## src/rtl/bin_to_bcd_seq.sv

```systemverilog
// Sequential double-dabble binary-to-BCD converter, one operand bit per clock.
// Define BIN2BCD_SIGNED_EN to treat bin_in as two's complement (magnitude converted, sign on neg).
module bin_to_bcd_seq #(
   parameter int BIN_W  = 8,
   parameter int DIGITS = 3
) (
   input  logic                  clk,
   input  logic                  rst,
   input  logic                  start,
   input  logic [BIN_W-1:0]      bin_in,
   output logic                  busy,
   output logic                  done,
   output logic [4*DIGITS-1:0]   bcd_out,
   output logic                  overflow,
   output logic                  neg
);

   localparam int BCD_W = 4 * DIGITS;
   localparam int CNT_W = $clog2(BIN_W + 1);

   localparam logic [1:0] IDLE  = 2'd0;
   localparam logic [1:0] SHIFT = 2'd1;
   localparam logic [1:0] DONE  = 2'd2;

   logic [1:0]       state;
   logic [BIN_W-1:0] shift_reg;
   logic [BIN_W-1:0] operand;
   logic [BCD_W-1:0] scratch;
   logic [BCD_W-1:0] corrected;
   logic [BCD_W-1:0] scratch_next;
   logic [CNT_W-1:0] count;
   logic             sticky_ovf;
   logic             top_bit;
   logic             accept;
   logic             last_shift;

   assign busy       = (state == SHIFT);
   assign done       = (state == DONE);
   assign accept     = (state != SHIFT) && start;
   assign last_shift = (state == SHIFT) && (count == CNT_W'(1));

   // All digits are corrected from their pre-shift values, so no digit sees another's +3.
   always_comb begin
      corrected = scratch;
      for (int d = 0; d < DIGITS; d++) begin
         if (scratch[4*d +: 4] >= 4'd5)
            corrected[4*d +: 4] = scratch[4*d +: 4] + 4'd3;
      end
   end

   assign scratch_next = {corrected[BCD_W-2:0], shift_reg[BIN_W-1]};
   assign top_bit      = corrected[BCD_W-1];

`ifdef BIN2BCD_SIGNED_EN
   logic sign_lat;

   assign operand = bin_in[BIN_W-1] ? -bin_in : bin_in;

   // The sign rides along with the conversion and is published together with the digits.
   always_ff @(posedge clk or posedge rst) begin
      if (rst) begin
         sign_lat <= 1'b0;
         neg      <= 1'b0;
      end else begin
         if (accept)
            sign_lat <= bin_in[BIN_W-1];
         if (last_shift)
            neg <= sign_lat;
      end
   end
`else
   assign operand = bin_in;
   assign neg     = 1'b0;
`endif

   // Bits falling out of the top digit mean the value needs more than DIGITS digits.
   always_ff @(posedge clk or posedge rst) begin
      if (rst) begin
         state      <= IDLE;
         shift_reg  <= '0;
         scratch    <= '0;
         count      <= '0;
         sticky_ovf <= 1'b0;
         bcd_out    <= '0;
         overflow   <= 1'b0;
      end else begin
         case (state)
            IDLE, DONE: begin
               if (start) begin
                  shift_reg  <= operand;
                  scratch    <= '0;
                  sticky_ovf <= 1'b0;
                  count      <= CNT_W'(BIN_W);
                  state      <= SHIFT;
               end else begin
                  state <= IDLE;
               end
            end
            SHIFT: begin
               scratch    <= scratch_next;
               shift_reg  <= {shift_reg[BIN_W-2:0], 1'b0};
               sticky_ovf <= sticky_ovf | top_bit;
               count      <= count - CNT_W'(1);
               if (last_shift) begin
                  bcd_out  <= scratch_next;
                  overflow <= sticky_ovf | top_bit;
                  state    <= DONE;
               end
            end
            default: state <= IDLE;
         endcase
      end
   end

endmodule

```

## config.mk

```make
export PLATFORM = sky130hd
export DESIGN_NAME = bin_to_bcd_seq
export DESIGN_NICKNAME = d
export VERILOG_FILES = /design/src/rtl/bin_to_bcd_seq.sv
export SDC_FILE = /design/constraint.sdc
export NUM_CORES = 1
export LEC_CHECK = 0
export BUFFER_PORTS_ARGS = -buffer_cell sky130_fd_sc_hd__buf_4
export CAP_MARGIN = 20
export CORE_MARGIN = 10
export CORE_UTILIZATION = 55
export CTS_CLUSTER_SIZE = 20
export DETAILED_ROUTE_END_ITERATION = 10
export PLACE_DENSITY = 0.89
export SYNTH_ARGS = -nofsm -noshare
export SYNTH_HDL_FRONTEND = slang
export SYNTH_SLANG_ARGS = --single-unit
```

## constraint.sdc

```tcl
create_clock -name clk -period 1.73 [get_ports clk]
set_input_delay 0.346 -clock clk [delete_from_list [all_inputs] [get_ports clk]]
set_output_delay 0.346 -clock clk [all_outputs]
set_load 0.01 [all_outputs]
```

# Yosys cells after proc, flatten, opt, wreduce, memory -nomap -nowiden

Cells that the tools add are included.

Register bits after elaboration: 40
Input bits: 11
Output and inout bits: 16
Logic and storage cells: 40

$add $sub $neg: 4
Order comparisons: 3
Equality and inequality tests: 5
Mux-type cells: 14
Bitwise operators: 1
Reduce and logical (&&, ||, !) cells: 6

Operators by type and width:

| kind                | number |
|---|---|
| $pmux 12 s2         | 1 |
| $mux 4              | 4 |
| $pmux 8 s2          | 1 |
| $add 4x2->4 const B | 3 |
| $ge 4x3->1 const B  | 3 |
| $mux 12             | 1 |
| $mux 8              | 1 |
| $pmux 4 s2          | 1 |
| $eq 4x1->1 const B  | 1 |
| $pmux 2 s2          | 1 |
| $reduce_and 2->1    | 2 |
| $sub 4x1->4 const B | 1 |
| $eq 2x1->1 const B  | 1 |
| $eq 2x2->1 const B  | 1 |
| $logic_not 2->1     | 1 |
| $mux 1              | 2 |
| $mux 2              | 1 |
| $ne 2x1->1 const B  | 1 |
| $ne 2x2->1 const B  | 1 |
| $pmux 1 s2          | 1 |
| $reduce_bool 2->1   | 1 |
| $reduce_or 2->1     | 1 |
| $logic_and 1x1->1   | 1 |
| $or 1x1->1          | 1 |

# Longest topological paths before layout

Gate-level depths: netlist of run 1.

Word-level depth: 4
Gate-level depth with buffers: 7
Gate-level depth less buffers: 7

# Worst setup path after synthesis of run 1

OpenSTA, ideal clock, no wires.

Path type: register to register
Start: register count[1]
End: register bcd_out[10]
Setup time: 125 ps
Arrival time: 1,308 ps
Data required time: 1,605 ps
Path slack: 297 ps
Stages on the path, launching flop included: 7
Buffers on the path: 0
Clock period less this slack: 1,433 ps
Path through: dfrtp_1 -> inv_1 -> ha_1 -> nor3b_2 -> nand2_4 -> inv_6 -> mux2_2

Longest elaborated chain between the ends: 3

RTL lines:

| element                    | RTL line | source |
|---|---|---|
| start: declaration         | 31       | `logic [CNT_W-1:0] count;` |
| start signal: assignment   | 93       | `count <= CNT_W'(BIN_W);` |
| start signal: assignment   | 103      | `count <= count - CNT_W'(1);` |
| $eq 4x1->1                 | 40       | `assign last_shift = (state == SHIFT) && (count == CNT_W'(1));` |
| $logic_and 1x1->1          | 40       |  |
| $reduce_and 2->1 (no line) | n/a      |  |
| end signal: assignment     | 105      | `bcd_out <= scratch_next;` |
| end: declaration           | 13       | `output logic [4*DIGITS-1:0] bcd_out,` |

Every way passes these cells.
A chain may end at the register's enable or synchronous reset.

# Final worst setup path of run 1

Start: register state[1]
End: output busy

Longest elaborated chain between the ends: 1

RTL lines:

| element                  | RTL line | source |
|---|---|---|
| start: declaration       | 25       | `logic [1:0] state;` |
| start signal: assignment | 79       | `state <= IDLE;` |
| start signal: assignment | 94       | `state <= SHIFT;` |
| start signal: assignment | 96       | `state <= IDLE;` |
| $eq 2x1->1               | 37       | `assign busy = (state == SHIFT);` |
| end: declaration         | 11       | `output logic busy,` |

Every way passes these cells.

==> flow_summary.json, run 1 <==
{
  "syn-cell-area_um2": 1970,
  "grt_pass1_vias": 1360,
  "layout.nets": 235,
  "ys_types": 37,
  "clock_sinks": 40,
  "grt_antenna_before_repair": 0,
  "vias": 1392,
  "clkTransAtPathRegs_ps": 120,
  "crit_type": "flip-flop to output port",
  "min_period_ps": 1650,
  "fp.dieH_um": 79.9,
  "finalCritPeriodShare_pct": 95.4,
  "synthXorXnorAreaFrac_pct": 2.22,
  "gp_congestion": 0.778,
  "synth_compound_area_share_pct": 14.7,
  "diodes": 0,
  "crit_path_max_fanout": 15,
  "async_flop_share_pct": 100,
  "grt-busiest-layer": "met2",
  "worst_setup_path_end_kind": "output port",
  "synth_top_family_by_area": "simple AND/OR/NAND/NOR gates",
  "cts-buffers-inserted": 5,
  "synthTopCellsByCount": "40 x dfrtp_1, 31 x nand2_1, 14 x o21ai_0",
  "drtPass1Iterations": 4,
  "cap_viol_max_count": 0,
  "grt_use_met3_pct": 4.62,
  "crit_family": "flip-flops",
  "setup_tns_ps": 0,
  "num_rows": 21,
  "grt_pass1_wl_um": 6310,
  "yosys_warnings": 0,
  "fp.dieW_um": 79.9,
  "worst_setup_path_start_kind": "flip-flop",
  "post_cts_resized": 0,
  "postRouteAntennaNets": 0,
  "cts_max_level": 2,
  "cts_buffer_depth": 2,
  "r2r_slack_ps": 170,
  "rsz0062_at_grt": "false",
  "power_leakage_nw": 1.08,
  "cts_setup_buffers": 0,
  "syn_avg_cell_area_um2": 10.5,
  "synth_seq_cells": 40,
  "root_buffer": "clkbuf_4",
  "fin_skew_ps": 16.2,
  "grt.total_usage_pct": 12.4,
  "hold_viol_final": 0,
  "drtIter0Drc": 64,
  "port_buffers": 25,
  "p_per_area_nw_per_um2": 1950,
  "insertion_delay_ps": 350,
  "tritoncts": "yes",
  "crit_path_cell_trace": "nand2b_1, inv_4, buf_4",
  "synth-seq-area-share_pct": 50.8,
  "synth.top_cells.by_area": "dfrtp_1 51%, nand2_1 5.9%, ha_1 5.1%, a22o_1 4.0%, o21ai_0 3.6%",
  "whs_ps": 93.4,
  "synthAdderAreaFrac_pct": 5.08,
  "grt_max_degree": 41,
  "synthFlopType": "dfrtp_1",
  "syn_nets": 207,
  "slowest_delay_ps": 390,
  "syn-instance-count": 188,
  "yosysMostFrequentCell": "dfrtp_1",
  "yosys.area_share.simple_pct": 15.6,
  "setup_viol": 0,
  "hold_class": "input pin to asynchronous set/reset pin",
  "cp.required_ps": 1380,
  "cp_slowest_cell": "dfrtp_1",
  "ios": 27,
  "synthMuxAreaShare_pct": 5.71,
  "use_met2_pct": 19.1,
  "hold_buffers": 0,
  "overflow": 0,
  "drc_errors": 0,
  "max_freq_ghz": 0.606,
  "critPathBufInv": 2,
  "routed_via_density": 5.29,
  "place_hpwl_um": 2780,
  "maxSlewViolCount": 0,
  "start_util_pct": 58.1,
  "yosysTopAreaCell": "dfrtp_1",
  "synth_edf_count": 0,
  "syn2layout_area_growth_pct": 14.2,
  "yosysTopAreaCellShare_pct": 50.8,
  "vdd_drop_max_mv": 0.914,
  "arrival_ps": 1300,
  "layout-drive-gt1-share_pct": 24.0,
  "run_status": "finished clean",
  "grt_use_met1_pct": 15.4,
  "die-area_um2": 6380,
  "wl_um": 3820,
  "core_um2": 3390,
  "wl_per_cell_um": 14.5
}
power by group:
part,switching (mW),internal [mW],total (mW)
Sequential,0.371,1.37,1.74
Clock,0.292,0.201,0.493
Combinational,1.12,1.03,2.15
Total,1.79,2.60,4.39
cell usage in the layout, fill, tap and decap left out, drive strengths merged:
cell	count
dfrtp	40
nand2	32
buf	30
o21ai	16
nor2	11
inv	11
a22o	9
a21oi	9
ha	8
clkbuf	8
a31oi	7
nor3b	6
mux2	6
nand2b	5
xnor2	4
mux2i	3
nor2b	2
nor3	2
nand3	2
nor4	1
a21o	1
and2	1
a2bb2oi	1
xor2	1
conb	1
layout make-up:
class,instances,area (µm²)
Clock buffer,8,58.8
Fill cell,279,1140
Inverter,11,48.8
Multi-Input combinational cell,128,858
Sequential cell,40,1000
Tap cell,46,57.6
Timing Repair Buffer,30,225
worst paths after layout:
path | from | to | cells after the start
max | state[1] | busy | 3
min | rst | scratch[8] | 3
max reg2reg | scratch[0] | bcd_out[2] | 6
min reg2reg | sticky_ovf | sticky_ovf | 2
max in group asynchronous | rst | shift_reg[1] | 3
min in group clk | bin_in[0] | shift_reg[0] | 2
worst register-to-register path: cells and delay by family (launching register included):
family                     cells  cell delay [ps]
and+or+nand+nor                1              110
adders and majority gates      1              260
buffers and inverters          1               80
AOI/OAI and AO/OA              1              180
DFF                            1              450
muxes                          2              440
logic make-up after synthesis:
group                    after synthesis
AND/OR/NAND/NOR                       62
buffers and inverters                 20
adder cells (fa/ha/maj)                8
other                                  1
XOR/XNOR                               5
AO/OA/AOI/OAI                         43
multiplexers                           9
flip-flops                            40
per-layer routing:
layer	share of wire (%)	vias to the layer above	routed length (µm)
met5	0	-	0
met4	1.9	0	73
met3	5.7	8	216
met2	46	29	1740
met1	47	665	1790
li1	-	690	-
per-stage QoR:
stage               area (µm²)  utilization (%)  worst slack (ps)  std cells  power [mW]
floorplan                 1970                -               297        188        3.30
global placement          2190             64.6               228        255        3.83
detailed placement        2190             64.6               203        255        3.93
CTS                       2250             66.4              61.2        263        4.43
global route              2250             66.4             0.455        263        4.73
finish                    2250             66.4              79.7        263        4.39
Power figures use the tool's default switching activity.
==> inputs of run 2 (changes only) <==
--- a/config.mk
+++ b/config.mk
@@ -8,10 +8,10 @@
 export BUFFER_PORTS_ARGS = -buffer_cell sky130_fd_sc_hd__buf_4
 export CAP_MARGIN = 20
 export CORE_MARGIN = 10
-export CORE_UTILIZATION = 55
+export CORE_UTILIZATION = 51
 export CTS_CLUSTER_SIZE = 20
 export DETAILED_ROUTE_END_ITERATION = 10
-export PLACE_DENSITY = 0.89
+export PLACE_DENSITY = 0.87
 export SYNTH_ARGS = -nofsm -noshare
 export SYNTH_HDL_FRONTEND = slang
 export SYNTH_SLANG_ARGS = --single-unit
==> constraint.sdc (replaced) <==
create_clock -name clk -period 1.4 [get_ports clk]
set_input_delay 0.28 -clock clk [delete_from_list [all_inputs] [get_ports clk]]
set_output_delay 0.28 -clock clk [all_outputs]
set_load 0.01 [all_outputs]
==> run 2 against run 1 <==
Effect of this change: the run now ends with setup timing left; critical endpoint is now sticky_ovf; core utilization grew 5.2 points; non-clock buffer count is 22 higher; final area up 17%; wire length increased by 23%; first-iteration DRC count is 42% higher; worst hold slack got worse by 60 ps; largest power group unchanged; cell count is 8.7% higher; total power up 54%; largest cell class is now multi-input gates; combinational power grew 78%; flip-flop and latch count unchanged; clock power rose by 49%; highest routed layer unchanged.
==> flow_summary.json, run 2 (synthesis gave the netlist of run 1 again) <==
{
  "crit_cells": 5,
  "worst_setup_path_start_kind": "flip-flop",
  "fillers": 274,
  "p_per_area_nw_per_um2": 2560,
  "violations": "setup timing",
  "clkTransAtPathRegs_ps": 80,
  "cts-buffers-inserted": 5,
  "syn2layout_area_growth_pct": 34.0,
  "vias": 1554,
  "port_buffers": 25,
  "layout.nets": 257,
  "grt_pass1_wl_um": 7290,
  "cp.required_ps": 1580,
  "vdd_drop_max_mv": 1.25,
  "layout_commonest_cell": "buf_4",
  "multiInputGateArea_um2": 1010,
  "cts_max_level": 2,
  "final_cell_mix": "45 x buf_4, 39 x dfrtp_1, 31 x nand2_1",
  "setup_viol": 11,
  "fp.dieH_um": 82.2,
  "num_rows": 22,
  "diodes": 0,
  "max_freq_ghz": 0.658,
  "finalCritPeriodShare_pct": 109,
  "drtIter0Drc": 91,
  "clock_sinks": 40,
  "cts_buffer_depth": 2,
  "layout-drive-gt1-share_pct": 41.2,
  "hold_buffers": 0,
  "cap_viol_max_count": 0,
  "hold_viol_final": 0,
  "critPathBufInv": 1,
  "r2r_cells": 5,
  "slowest_delay_ps": 460,
  "worst_setup_path_end_kind": "flip-flop",
  "core_um2": 3690,
  "whs_ps": 33.2,
  "drc_errors": 0,
  "crit_path_cell_trace": "buf_4, o21ai_0, nor3b_1, a21oi_1, o21ai_0",
  "final_cell_count_no_fill": 286,
  "maxSlewViolCount": 0,
  "setup_ws_ps": -121,
  "arrival_ps": 1700,
  "min_period_ps": 1520,
  "crit_type": "flip-flop to flip-flop",
  "insertion_delay_ps": 300,
  "use_met2_pct": 24.0,
  "grt.total_usage_pct": 14.1,
  "grt_antenna_before_repair": 0,
  "die-area_um2": 6750,
  "path_common_cell": "o21ai_0",
  "hold_class": "input pin to asynchronous set/reset pin",
  "postRouteAntennaNets": 0,
  "root_buffer": "clkbuf_8",
  "run_status": "finished with violations",
  "placed_cells": 271,
  "start_util_pct": 53.4,
  "drtPass1Iterations": 4,
  "fin_skew_ps": 7.54,
  "rsz0062_at_grt": "true",
  "overflow": 0,
  "wl_um": 4700,
  "crit_family": "compound AO/OA/AOI/OAI gates",
  "power_leakage_nw": 1.24,
  "regArea_um2": 1000,
  "crit_path_max_fanout": 3,
  "tritoncts": "yes",
  "gp_congestion": 0.790,
  "routed_via_density": 5.43,
  "grt_max_degree": 41,
  "cp_slowest_cell": "dfrtp_1",
  "grt_use_met3_pct": 4.97,
  "wl_per_cell_um": 16.4,
  "grt_pass1_vias": 1548,
  "grt_use_met1_pct": 15.7,
  "dp_slack_ps": -60.9,
  "fp.dieW_um": 82.2,
  "place_hpwl_um": 2950,
  "grt-busiest-layer": "met2",
  "ios": 27
}
[run 2: cell count changes in the layout (fill, tap and decap cells not counted), moves of 4 or more]
cell      previous run  this run
clkbuf_4             5         0
inv_1                9         3
ha_1                 8         1
buf_6                0         4
ha_4                 0         5
clkbuf_8             1         5
nand2b_4             0         4
inv_2                0         6
buf_4               30        45
[run 2: power by group]
part | leakage (nW) | internal, mW | switching [mW]
clock | 0.0410 | 0.339 | 0.395
combinational | 0.705 | 2.04 | 1.78
sequential | 0.492 | 1.70 | 0.495
total | 1.24 | 4.08 | 2.67
[run 2: area by class of cell]
class / count / share of cell area (%)
inverters: 11 / 1.94
clock buffers: 6 / 2.75
multi-input cells: 128 / 38.3
well taps: 48 / 2.27
flip-flops and latches: 40 / 37.9
repair buffers: 52 / 16.6
clock inverters: 1 / 0.189
[run 2: per-stage QoR]
| step | TNS [ps] | util (%) | cell area [µm²] | power, mW |
|---|---|---|---|---|
| floorplan | -76.9 | - | 1990 | 4.13 |
| global placement | -71.8 | 63.1 | 2330 | 5.04 |
| detailed placement | -445 | 63.1 | 2330 | 5.17 |
| CTS | -113 | 68.3 | 2520 | 6.30 |
| global route | -1120 | 71.6 | 2640 | 7.22 |
| finish | -551 | 71.6 | 2640 | 6.75 |
[run 2: worst register-to-register path, delay by kind of cell, from the launching register on]
kind | cells | cell delay (ps)
AOI/OAI and AO/OA | 3 | 650
buffers and inverters | 1 | 180
DFF | 1 | 460
and+or+nand+nor | 1 | 110
[run 2: repair_timing]
| item | 4_1_cts | 5_1_grt |
|---|---|---|
| endpoints found under the setup margin | 12 | 30 |
| setup buffers | 4 | 4 |
| cloned | 0 | 0 |
| gates resized for setup | 22 | 18 |
| pin swaps | 7 | 8 |
[run 2: path summary, 6_finish.rpt]
path                       slack (ps)           end  startpoint
min in group clk                  210  shift_reg[0]   bin_in[0]
max                              -120    sticky_ovf  scratch[8]
min                                30  shift_reg[0]         rst
min reg2reg                       490    bcd_out[0]  bcd_out[0]
max reg2reg                      -120    sticky_ovf  scratch[8]
max in group asynchronous        1170      state[0]         rst
[run 2: per-layer routing]
layer,vias to the layer above,wire [µm]
met5,-,0
met4,0,104
met3,10,236
met2,40,2410
met1,772,1950
li1,732,-
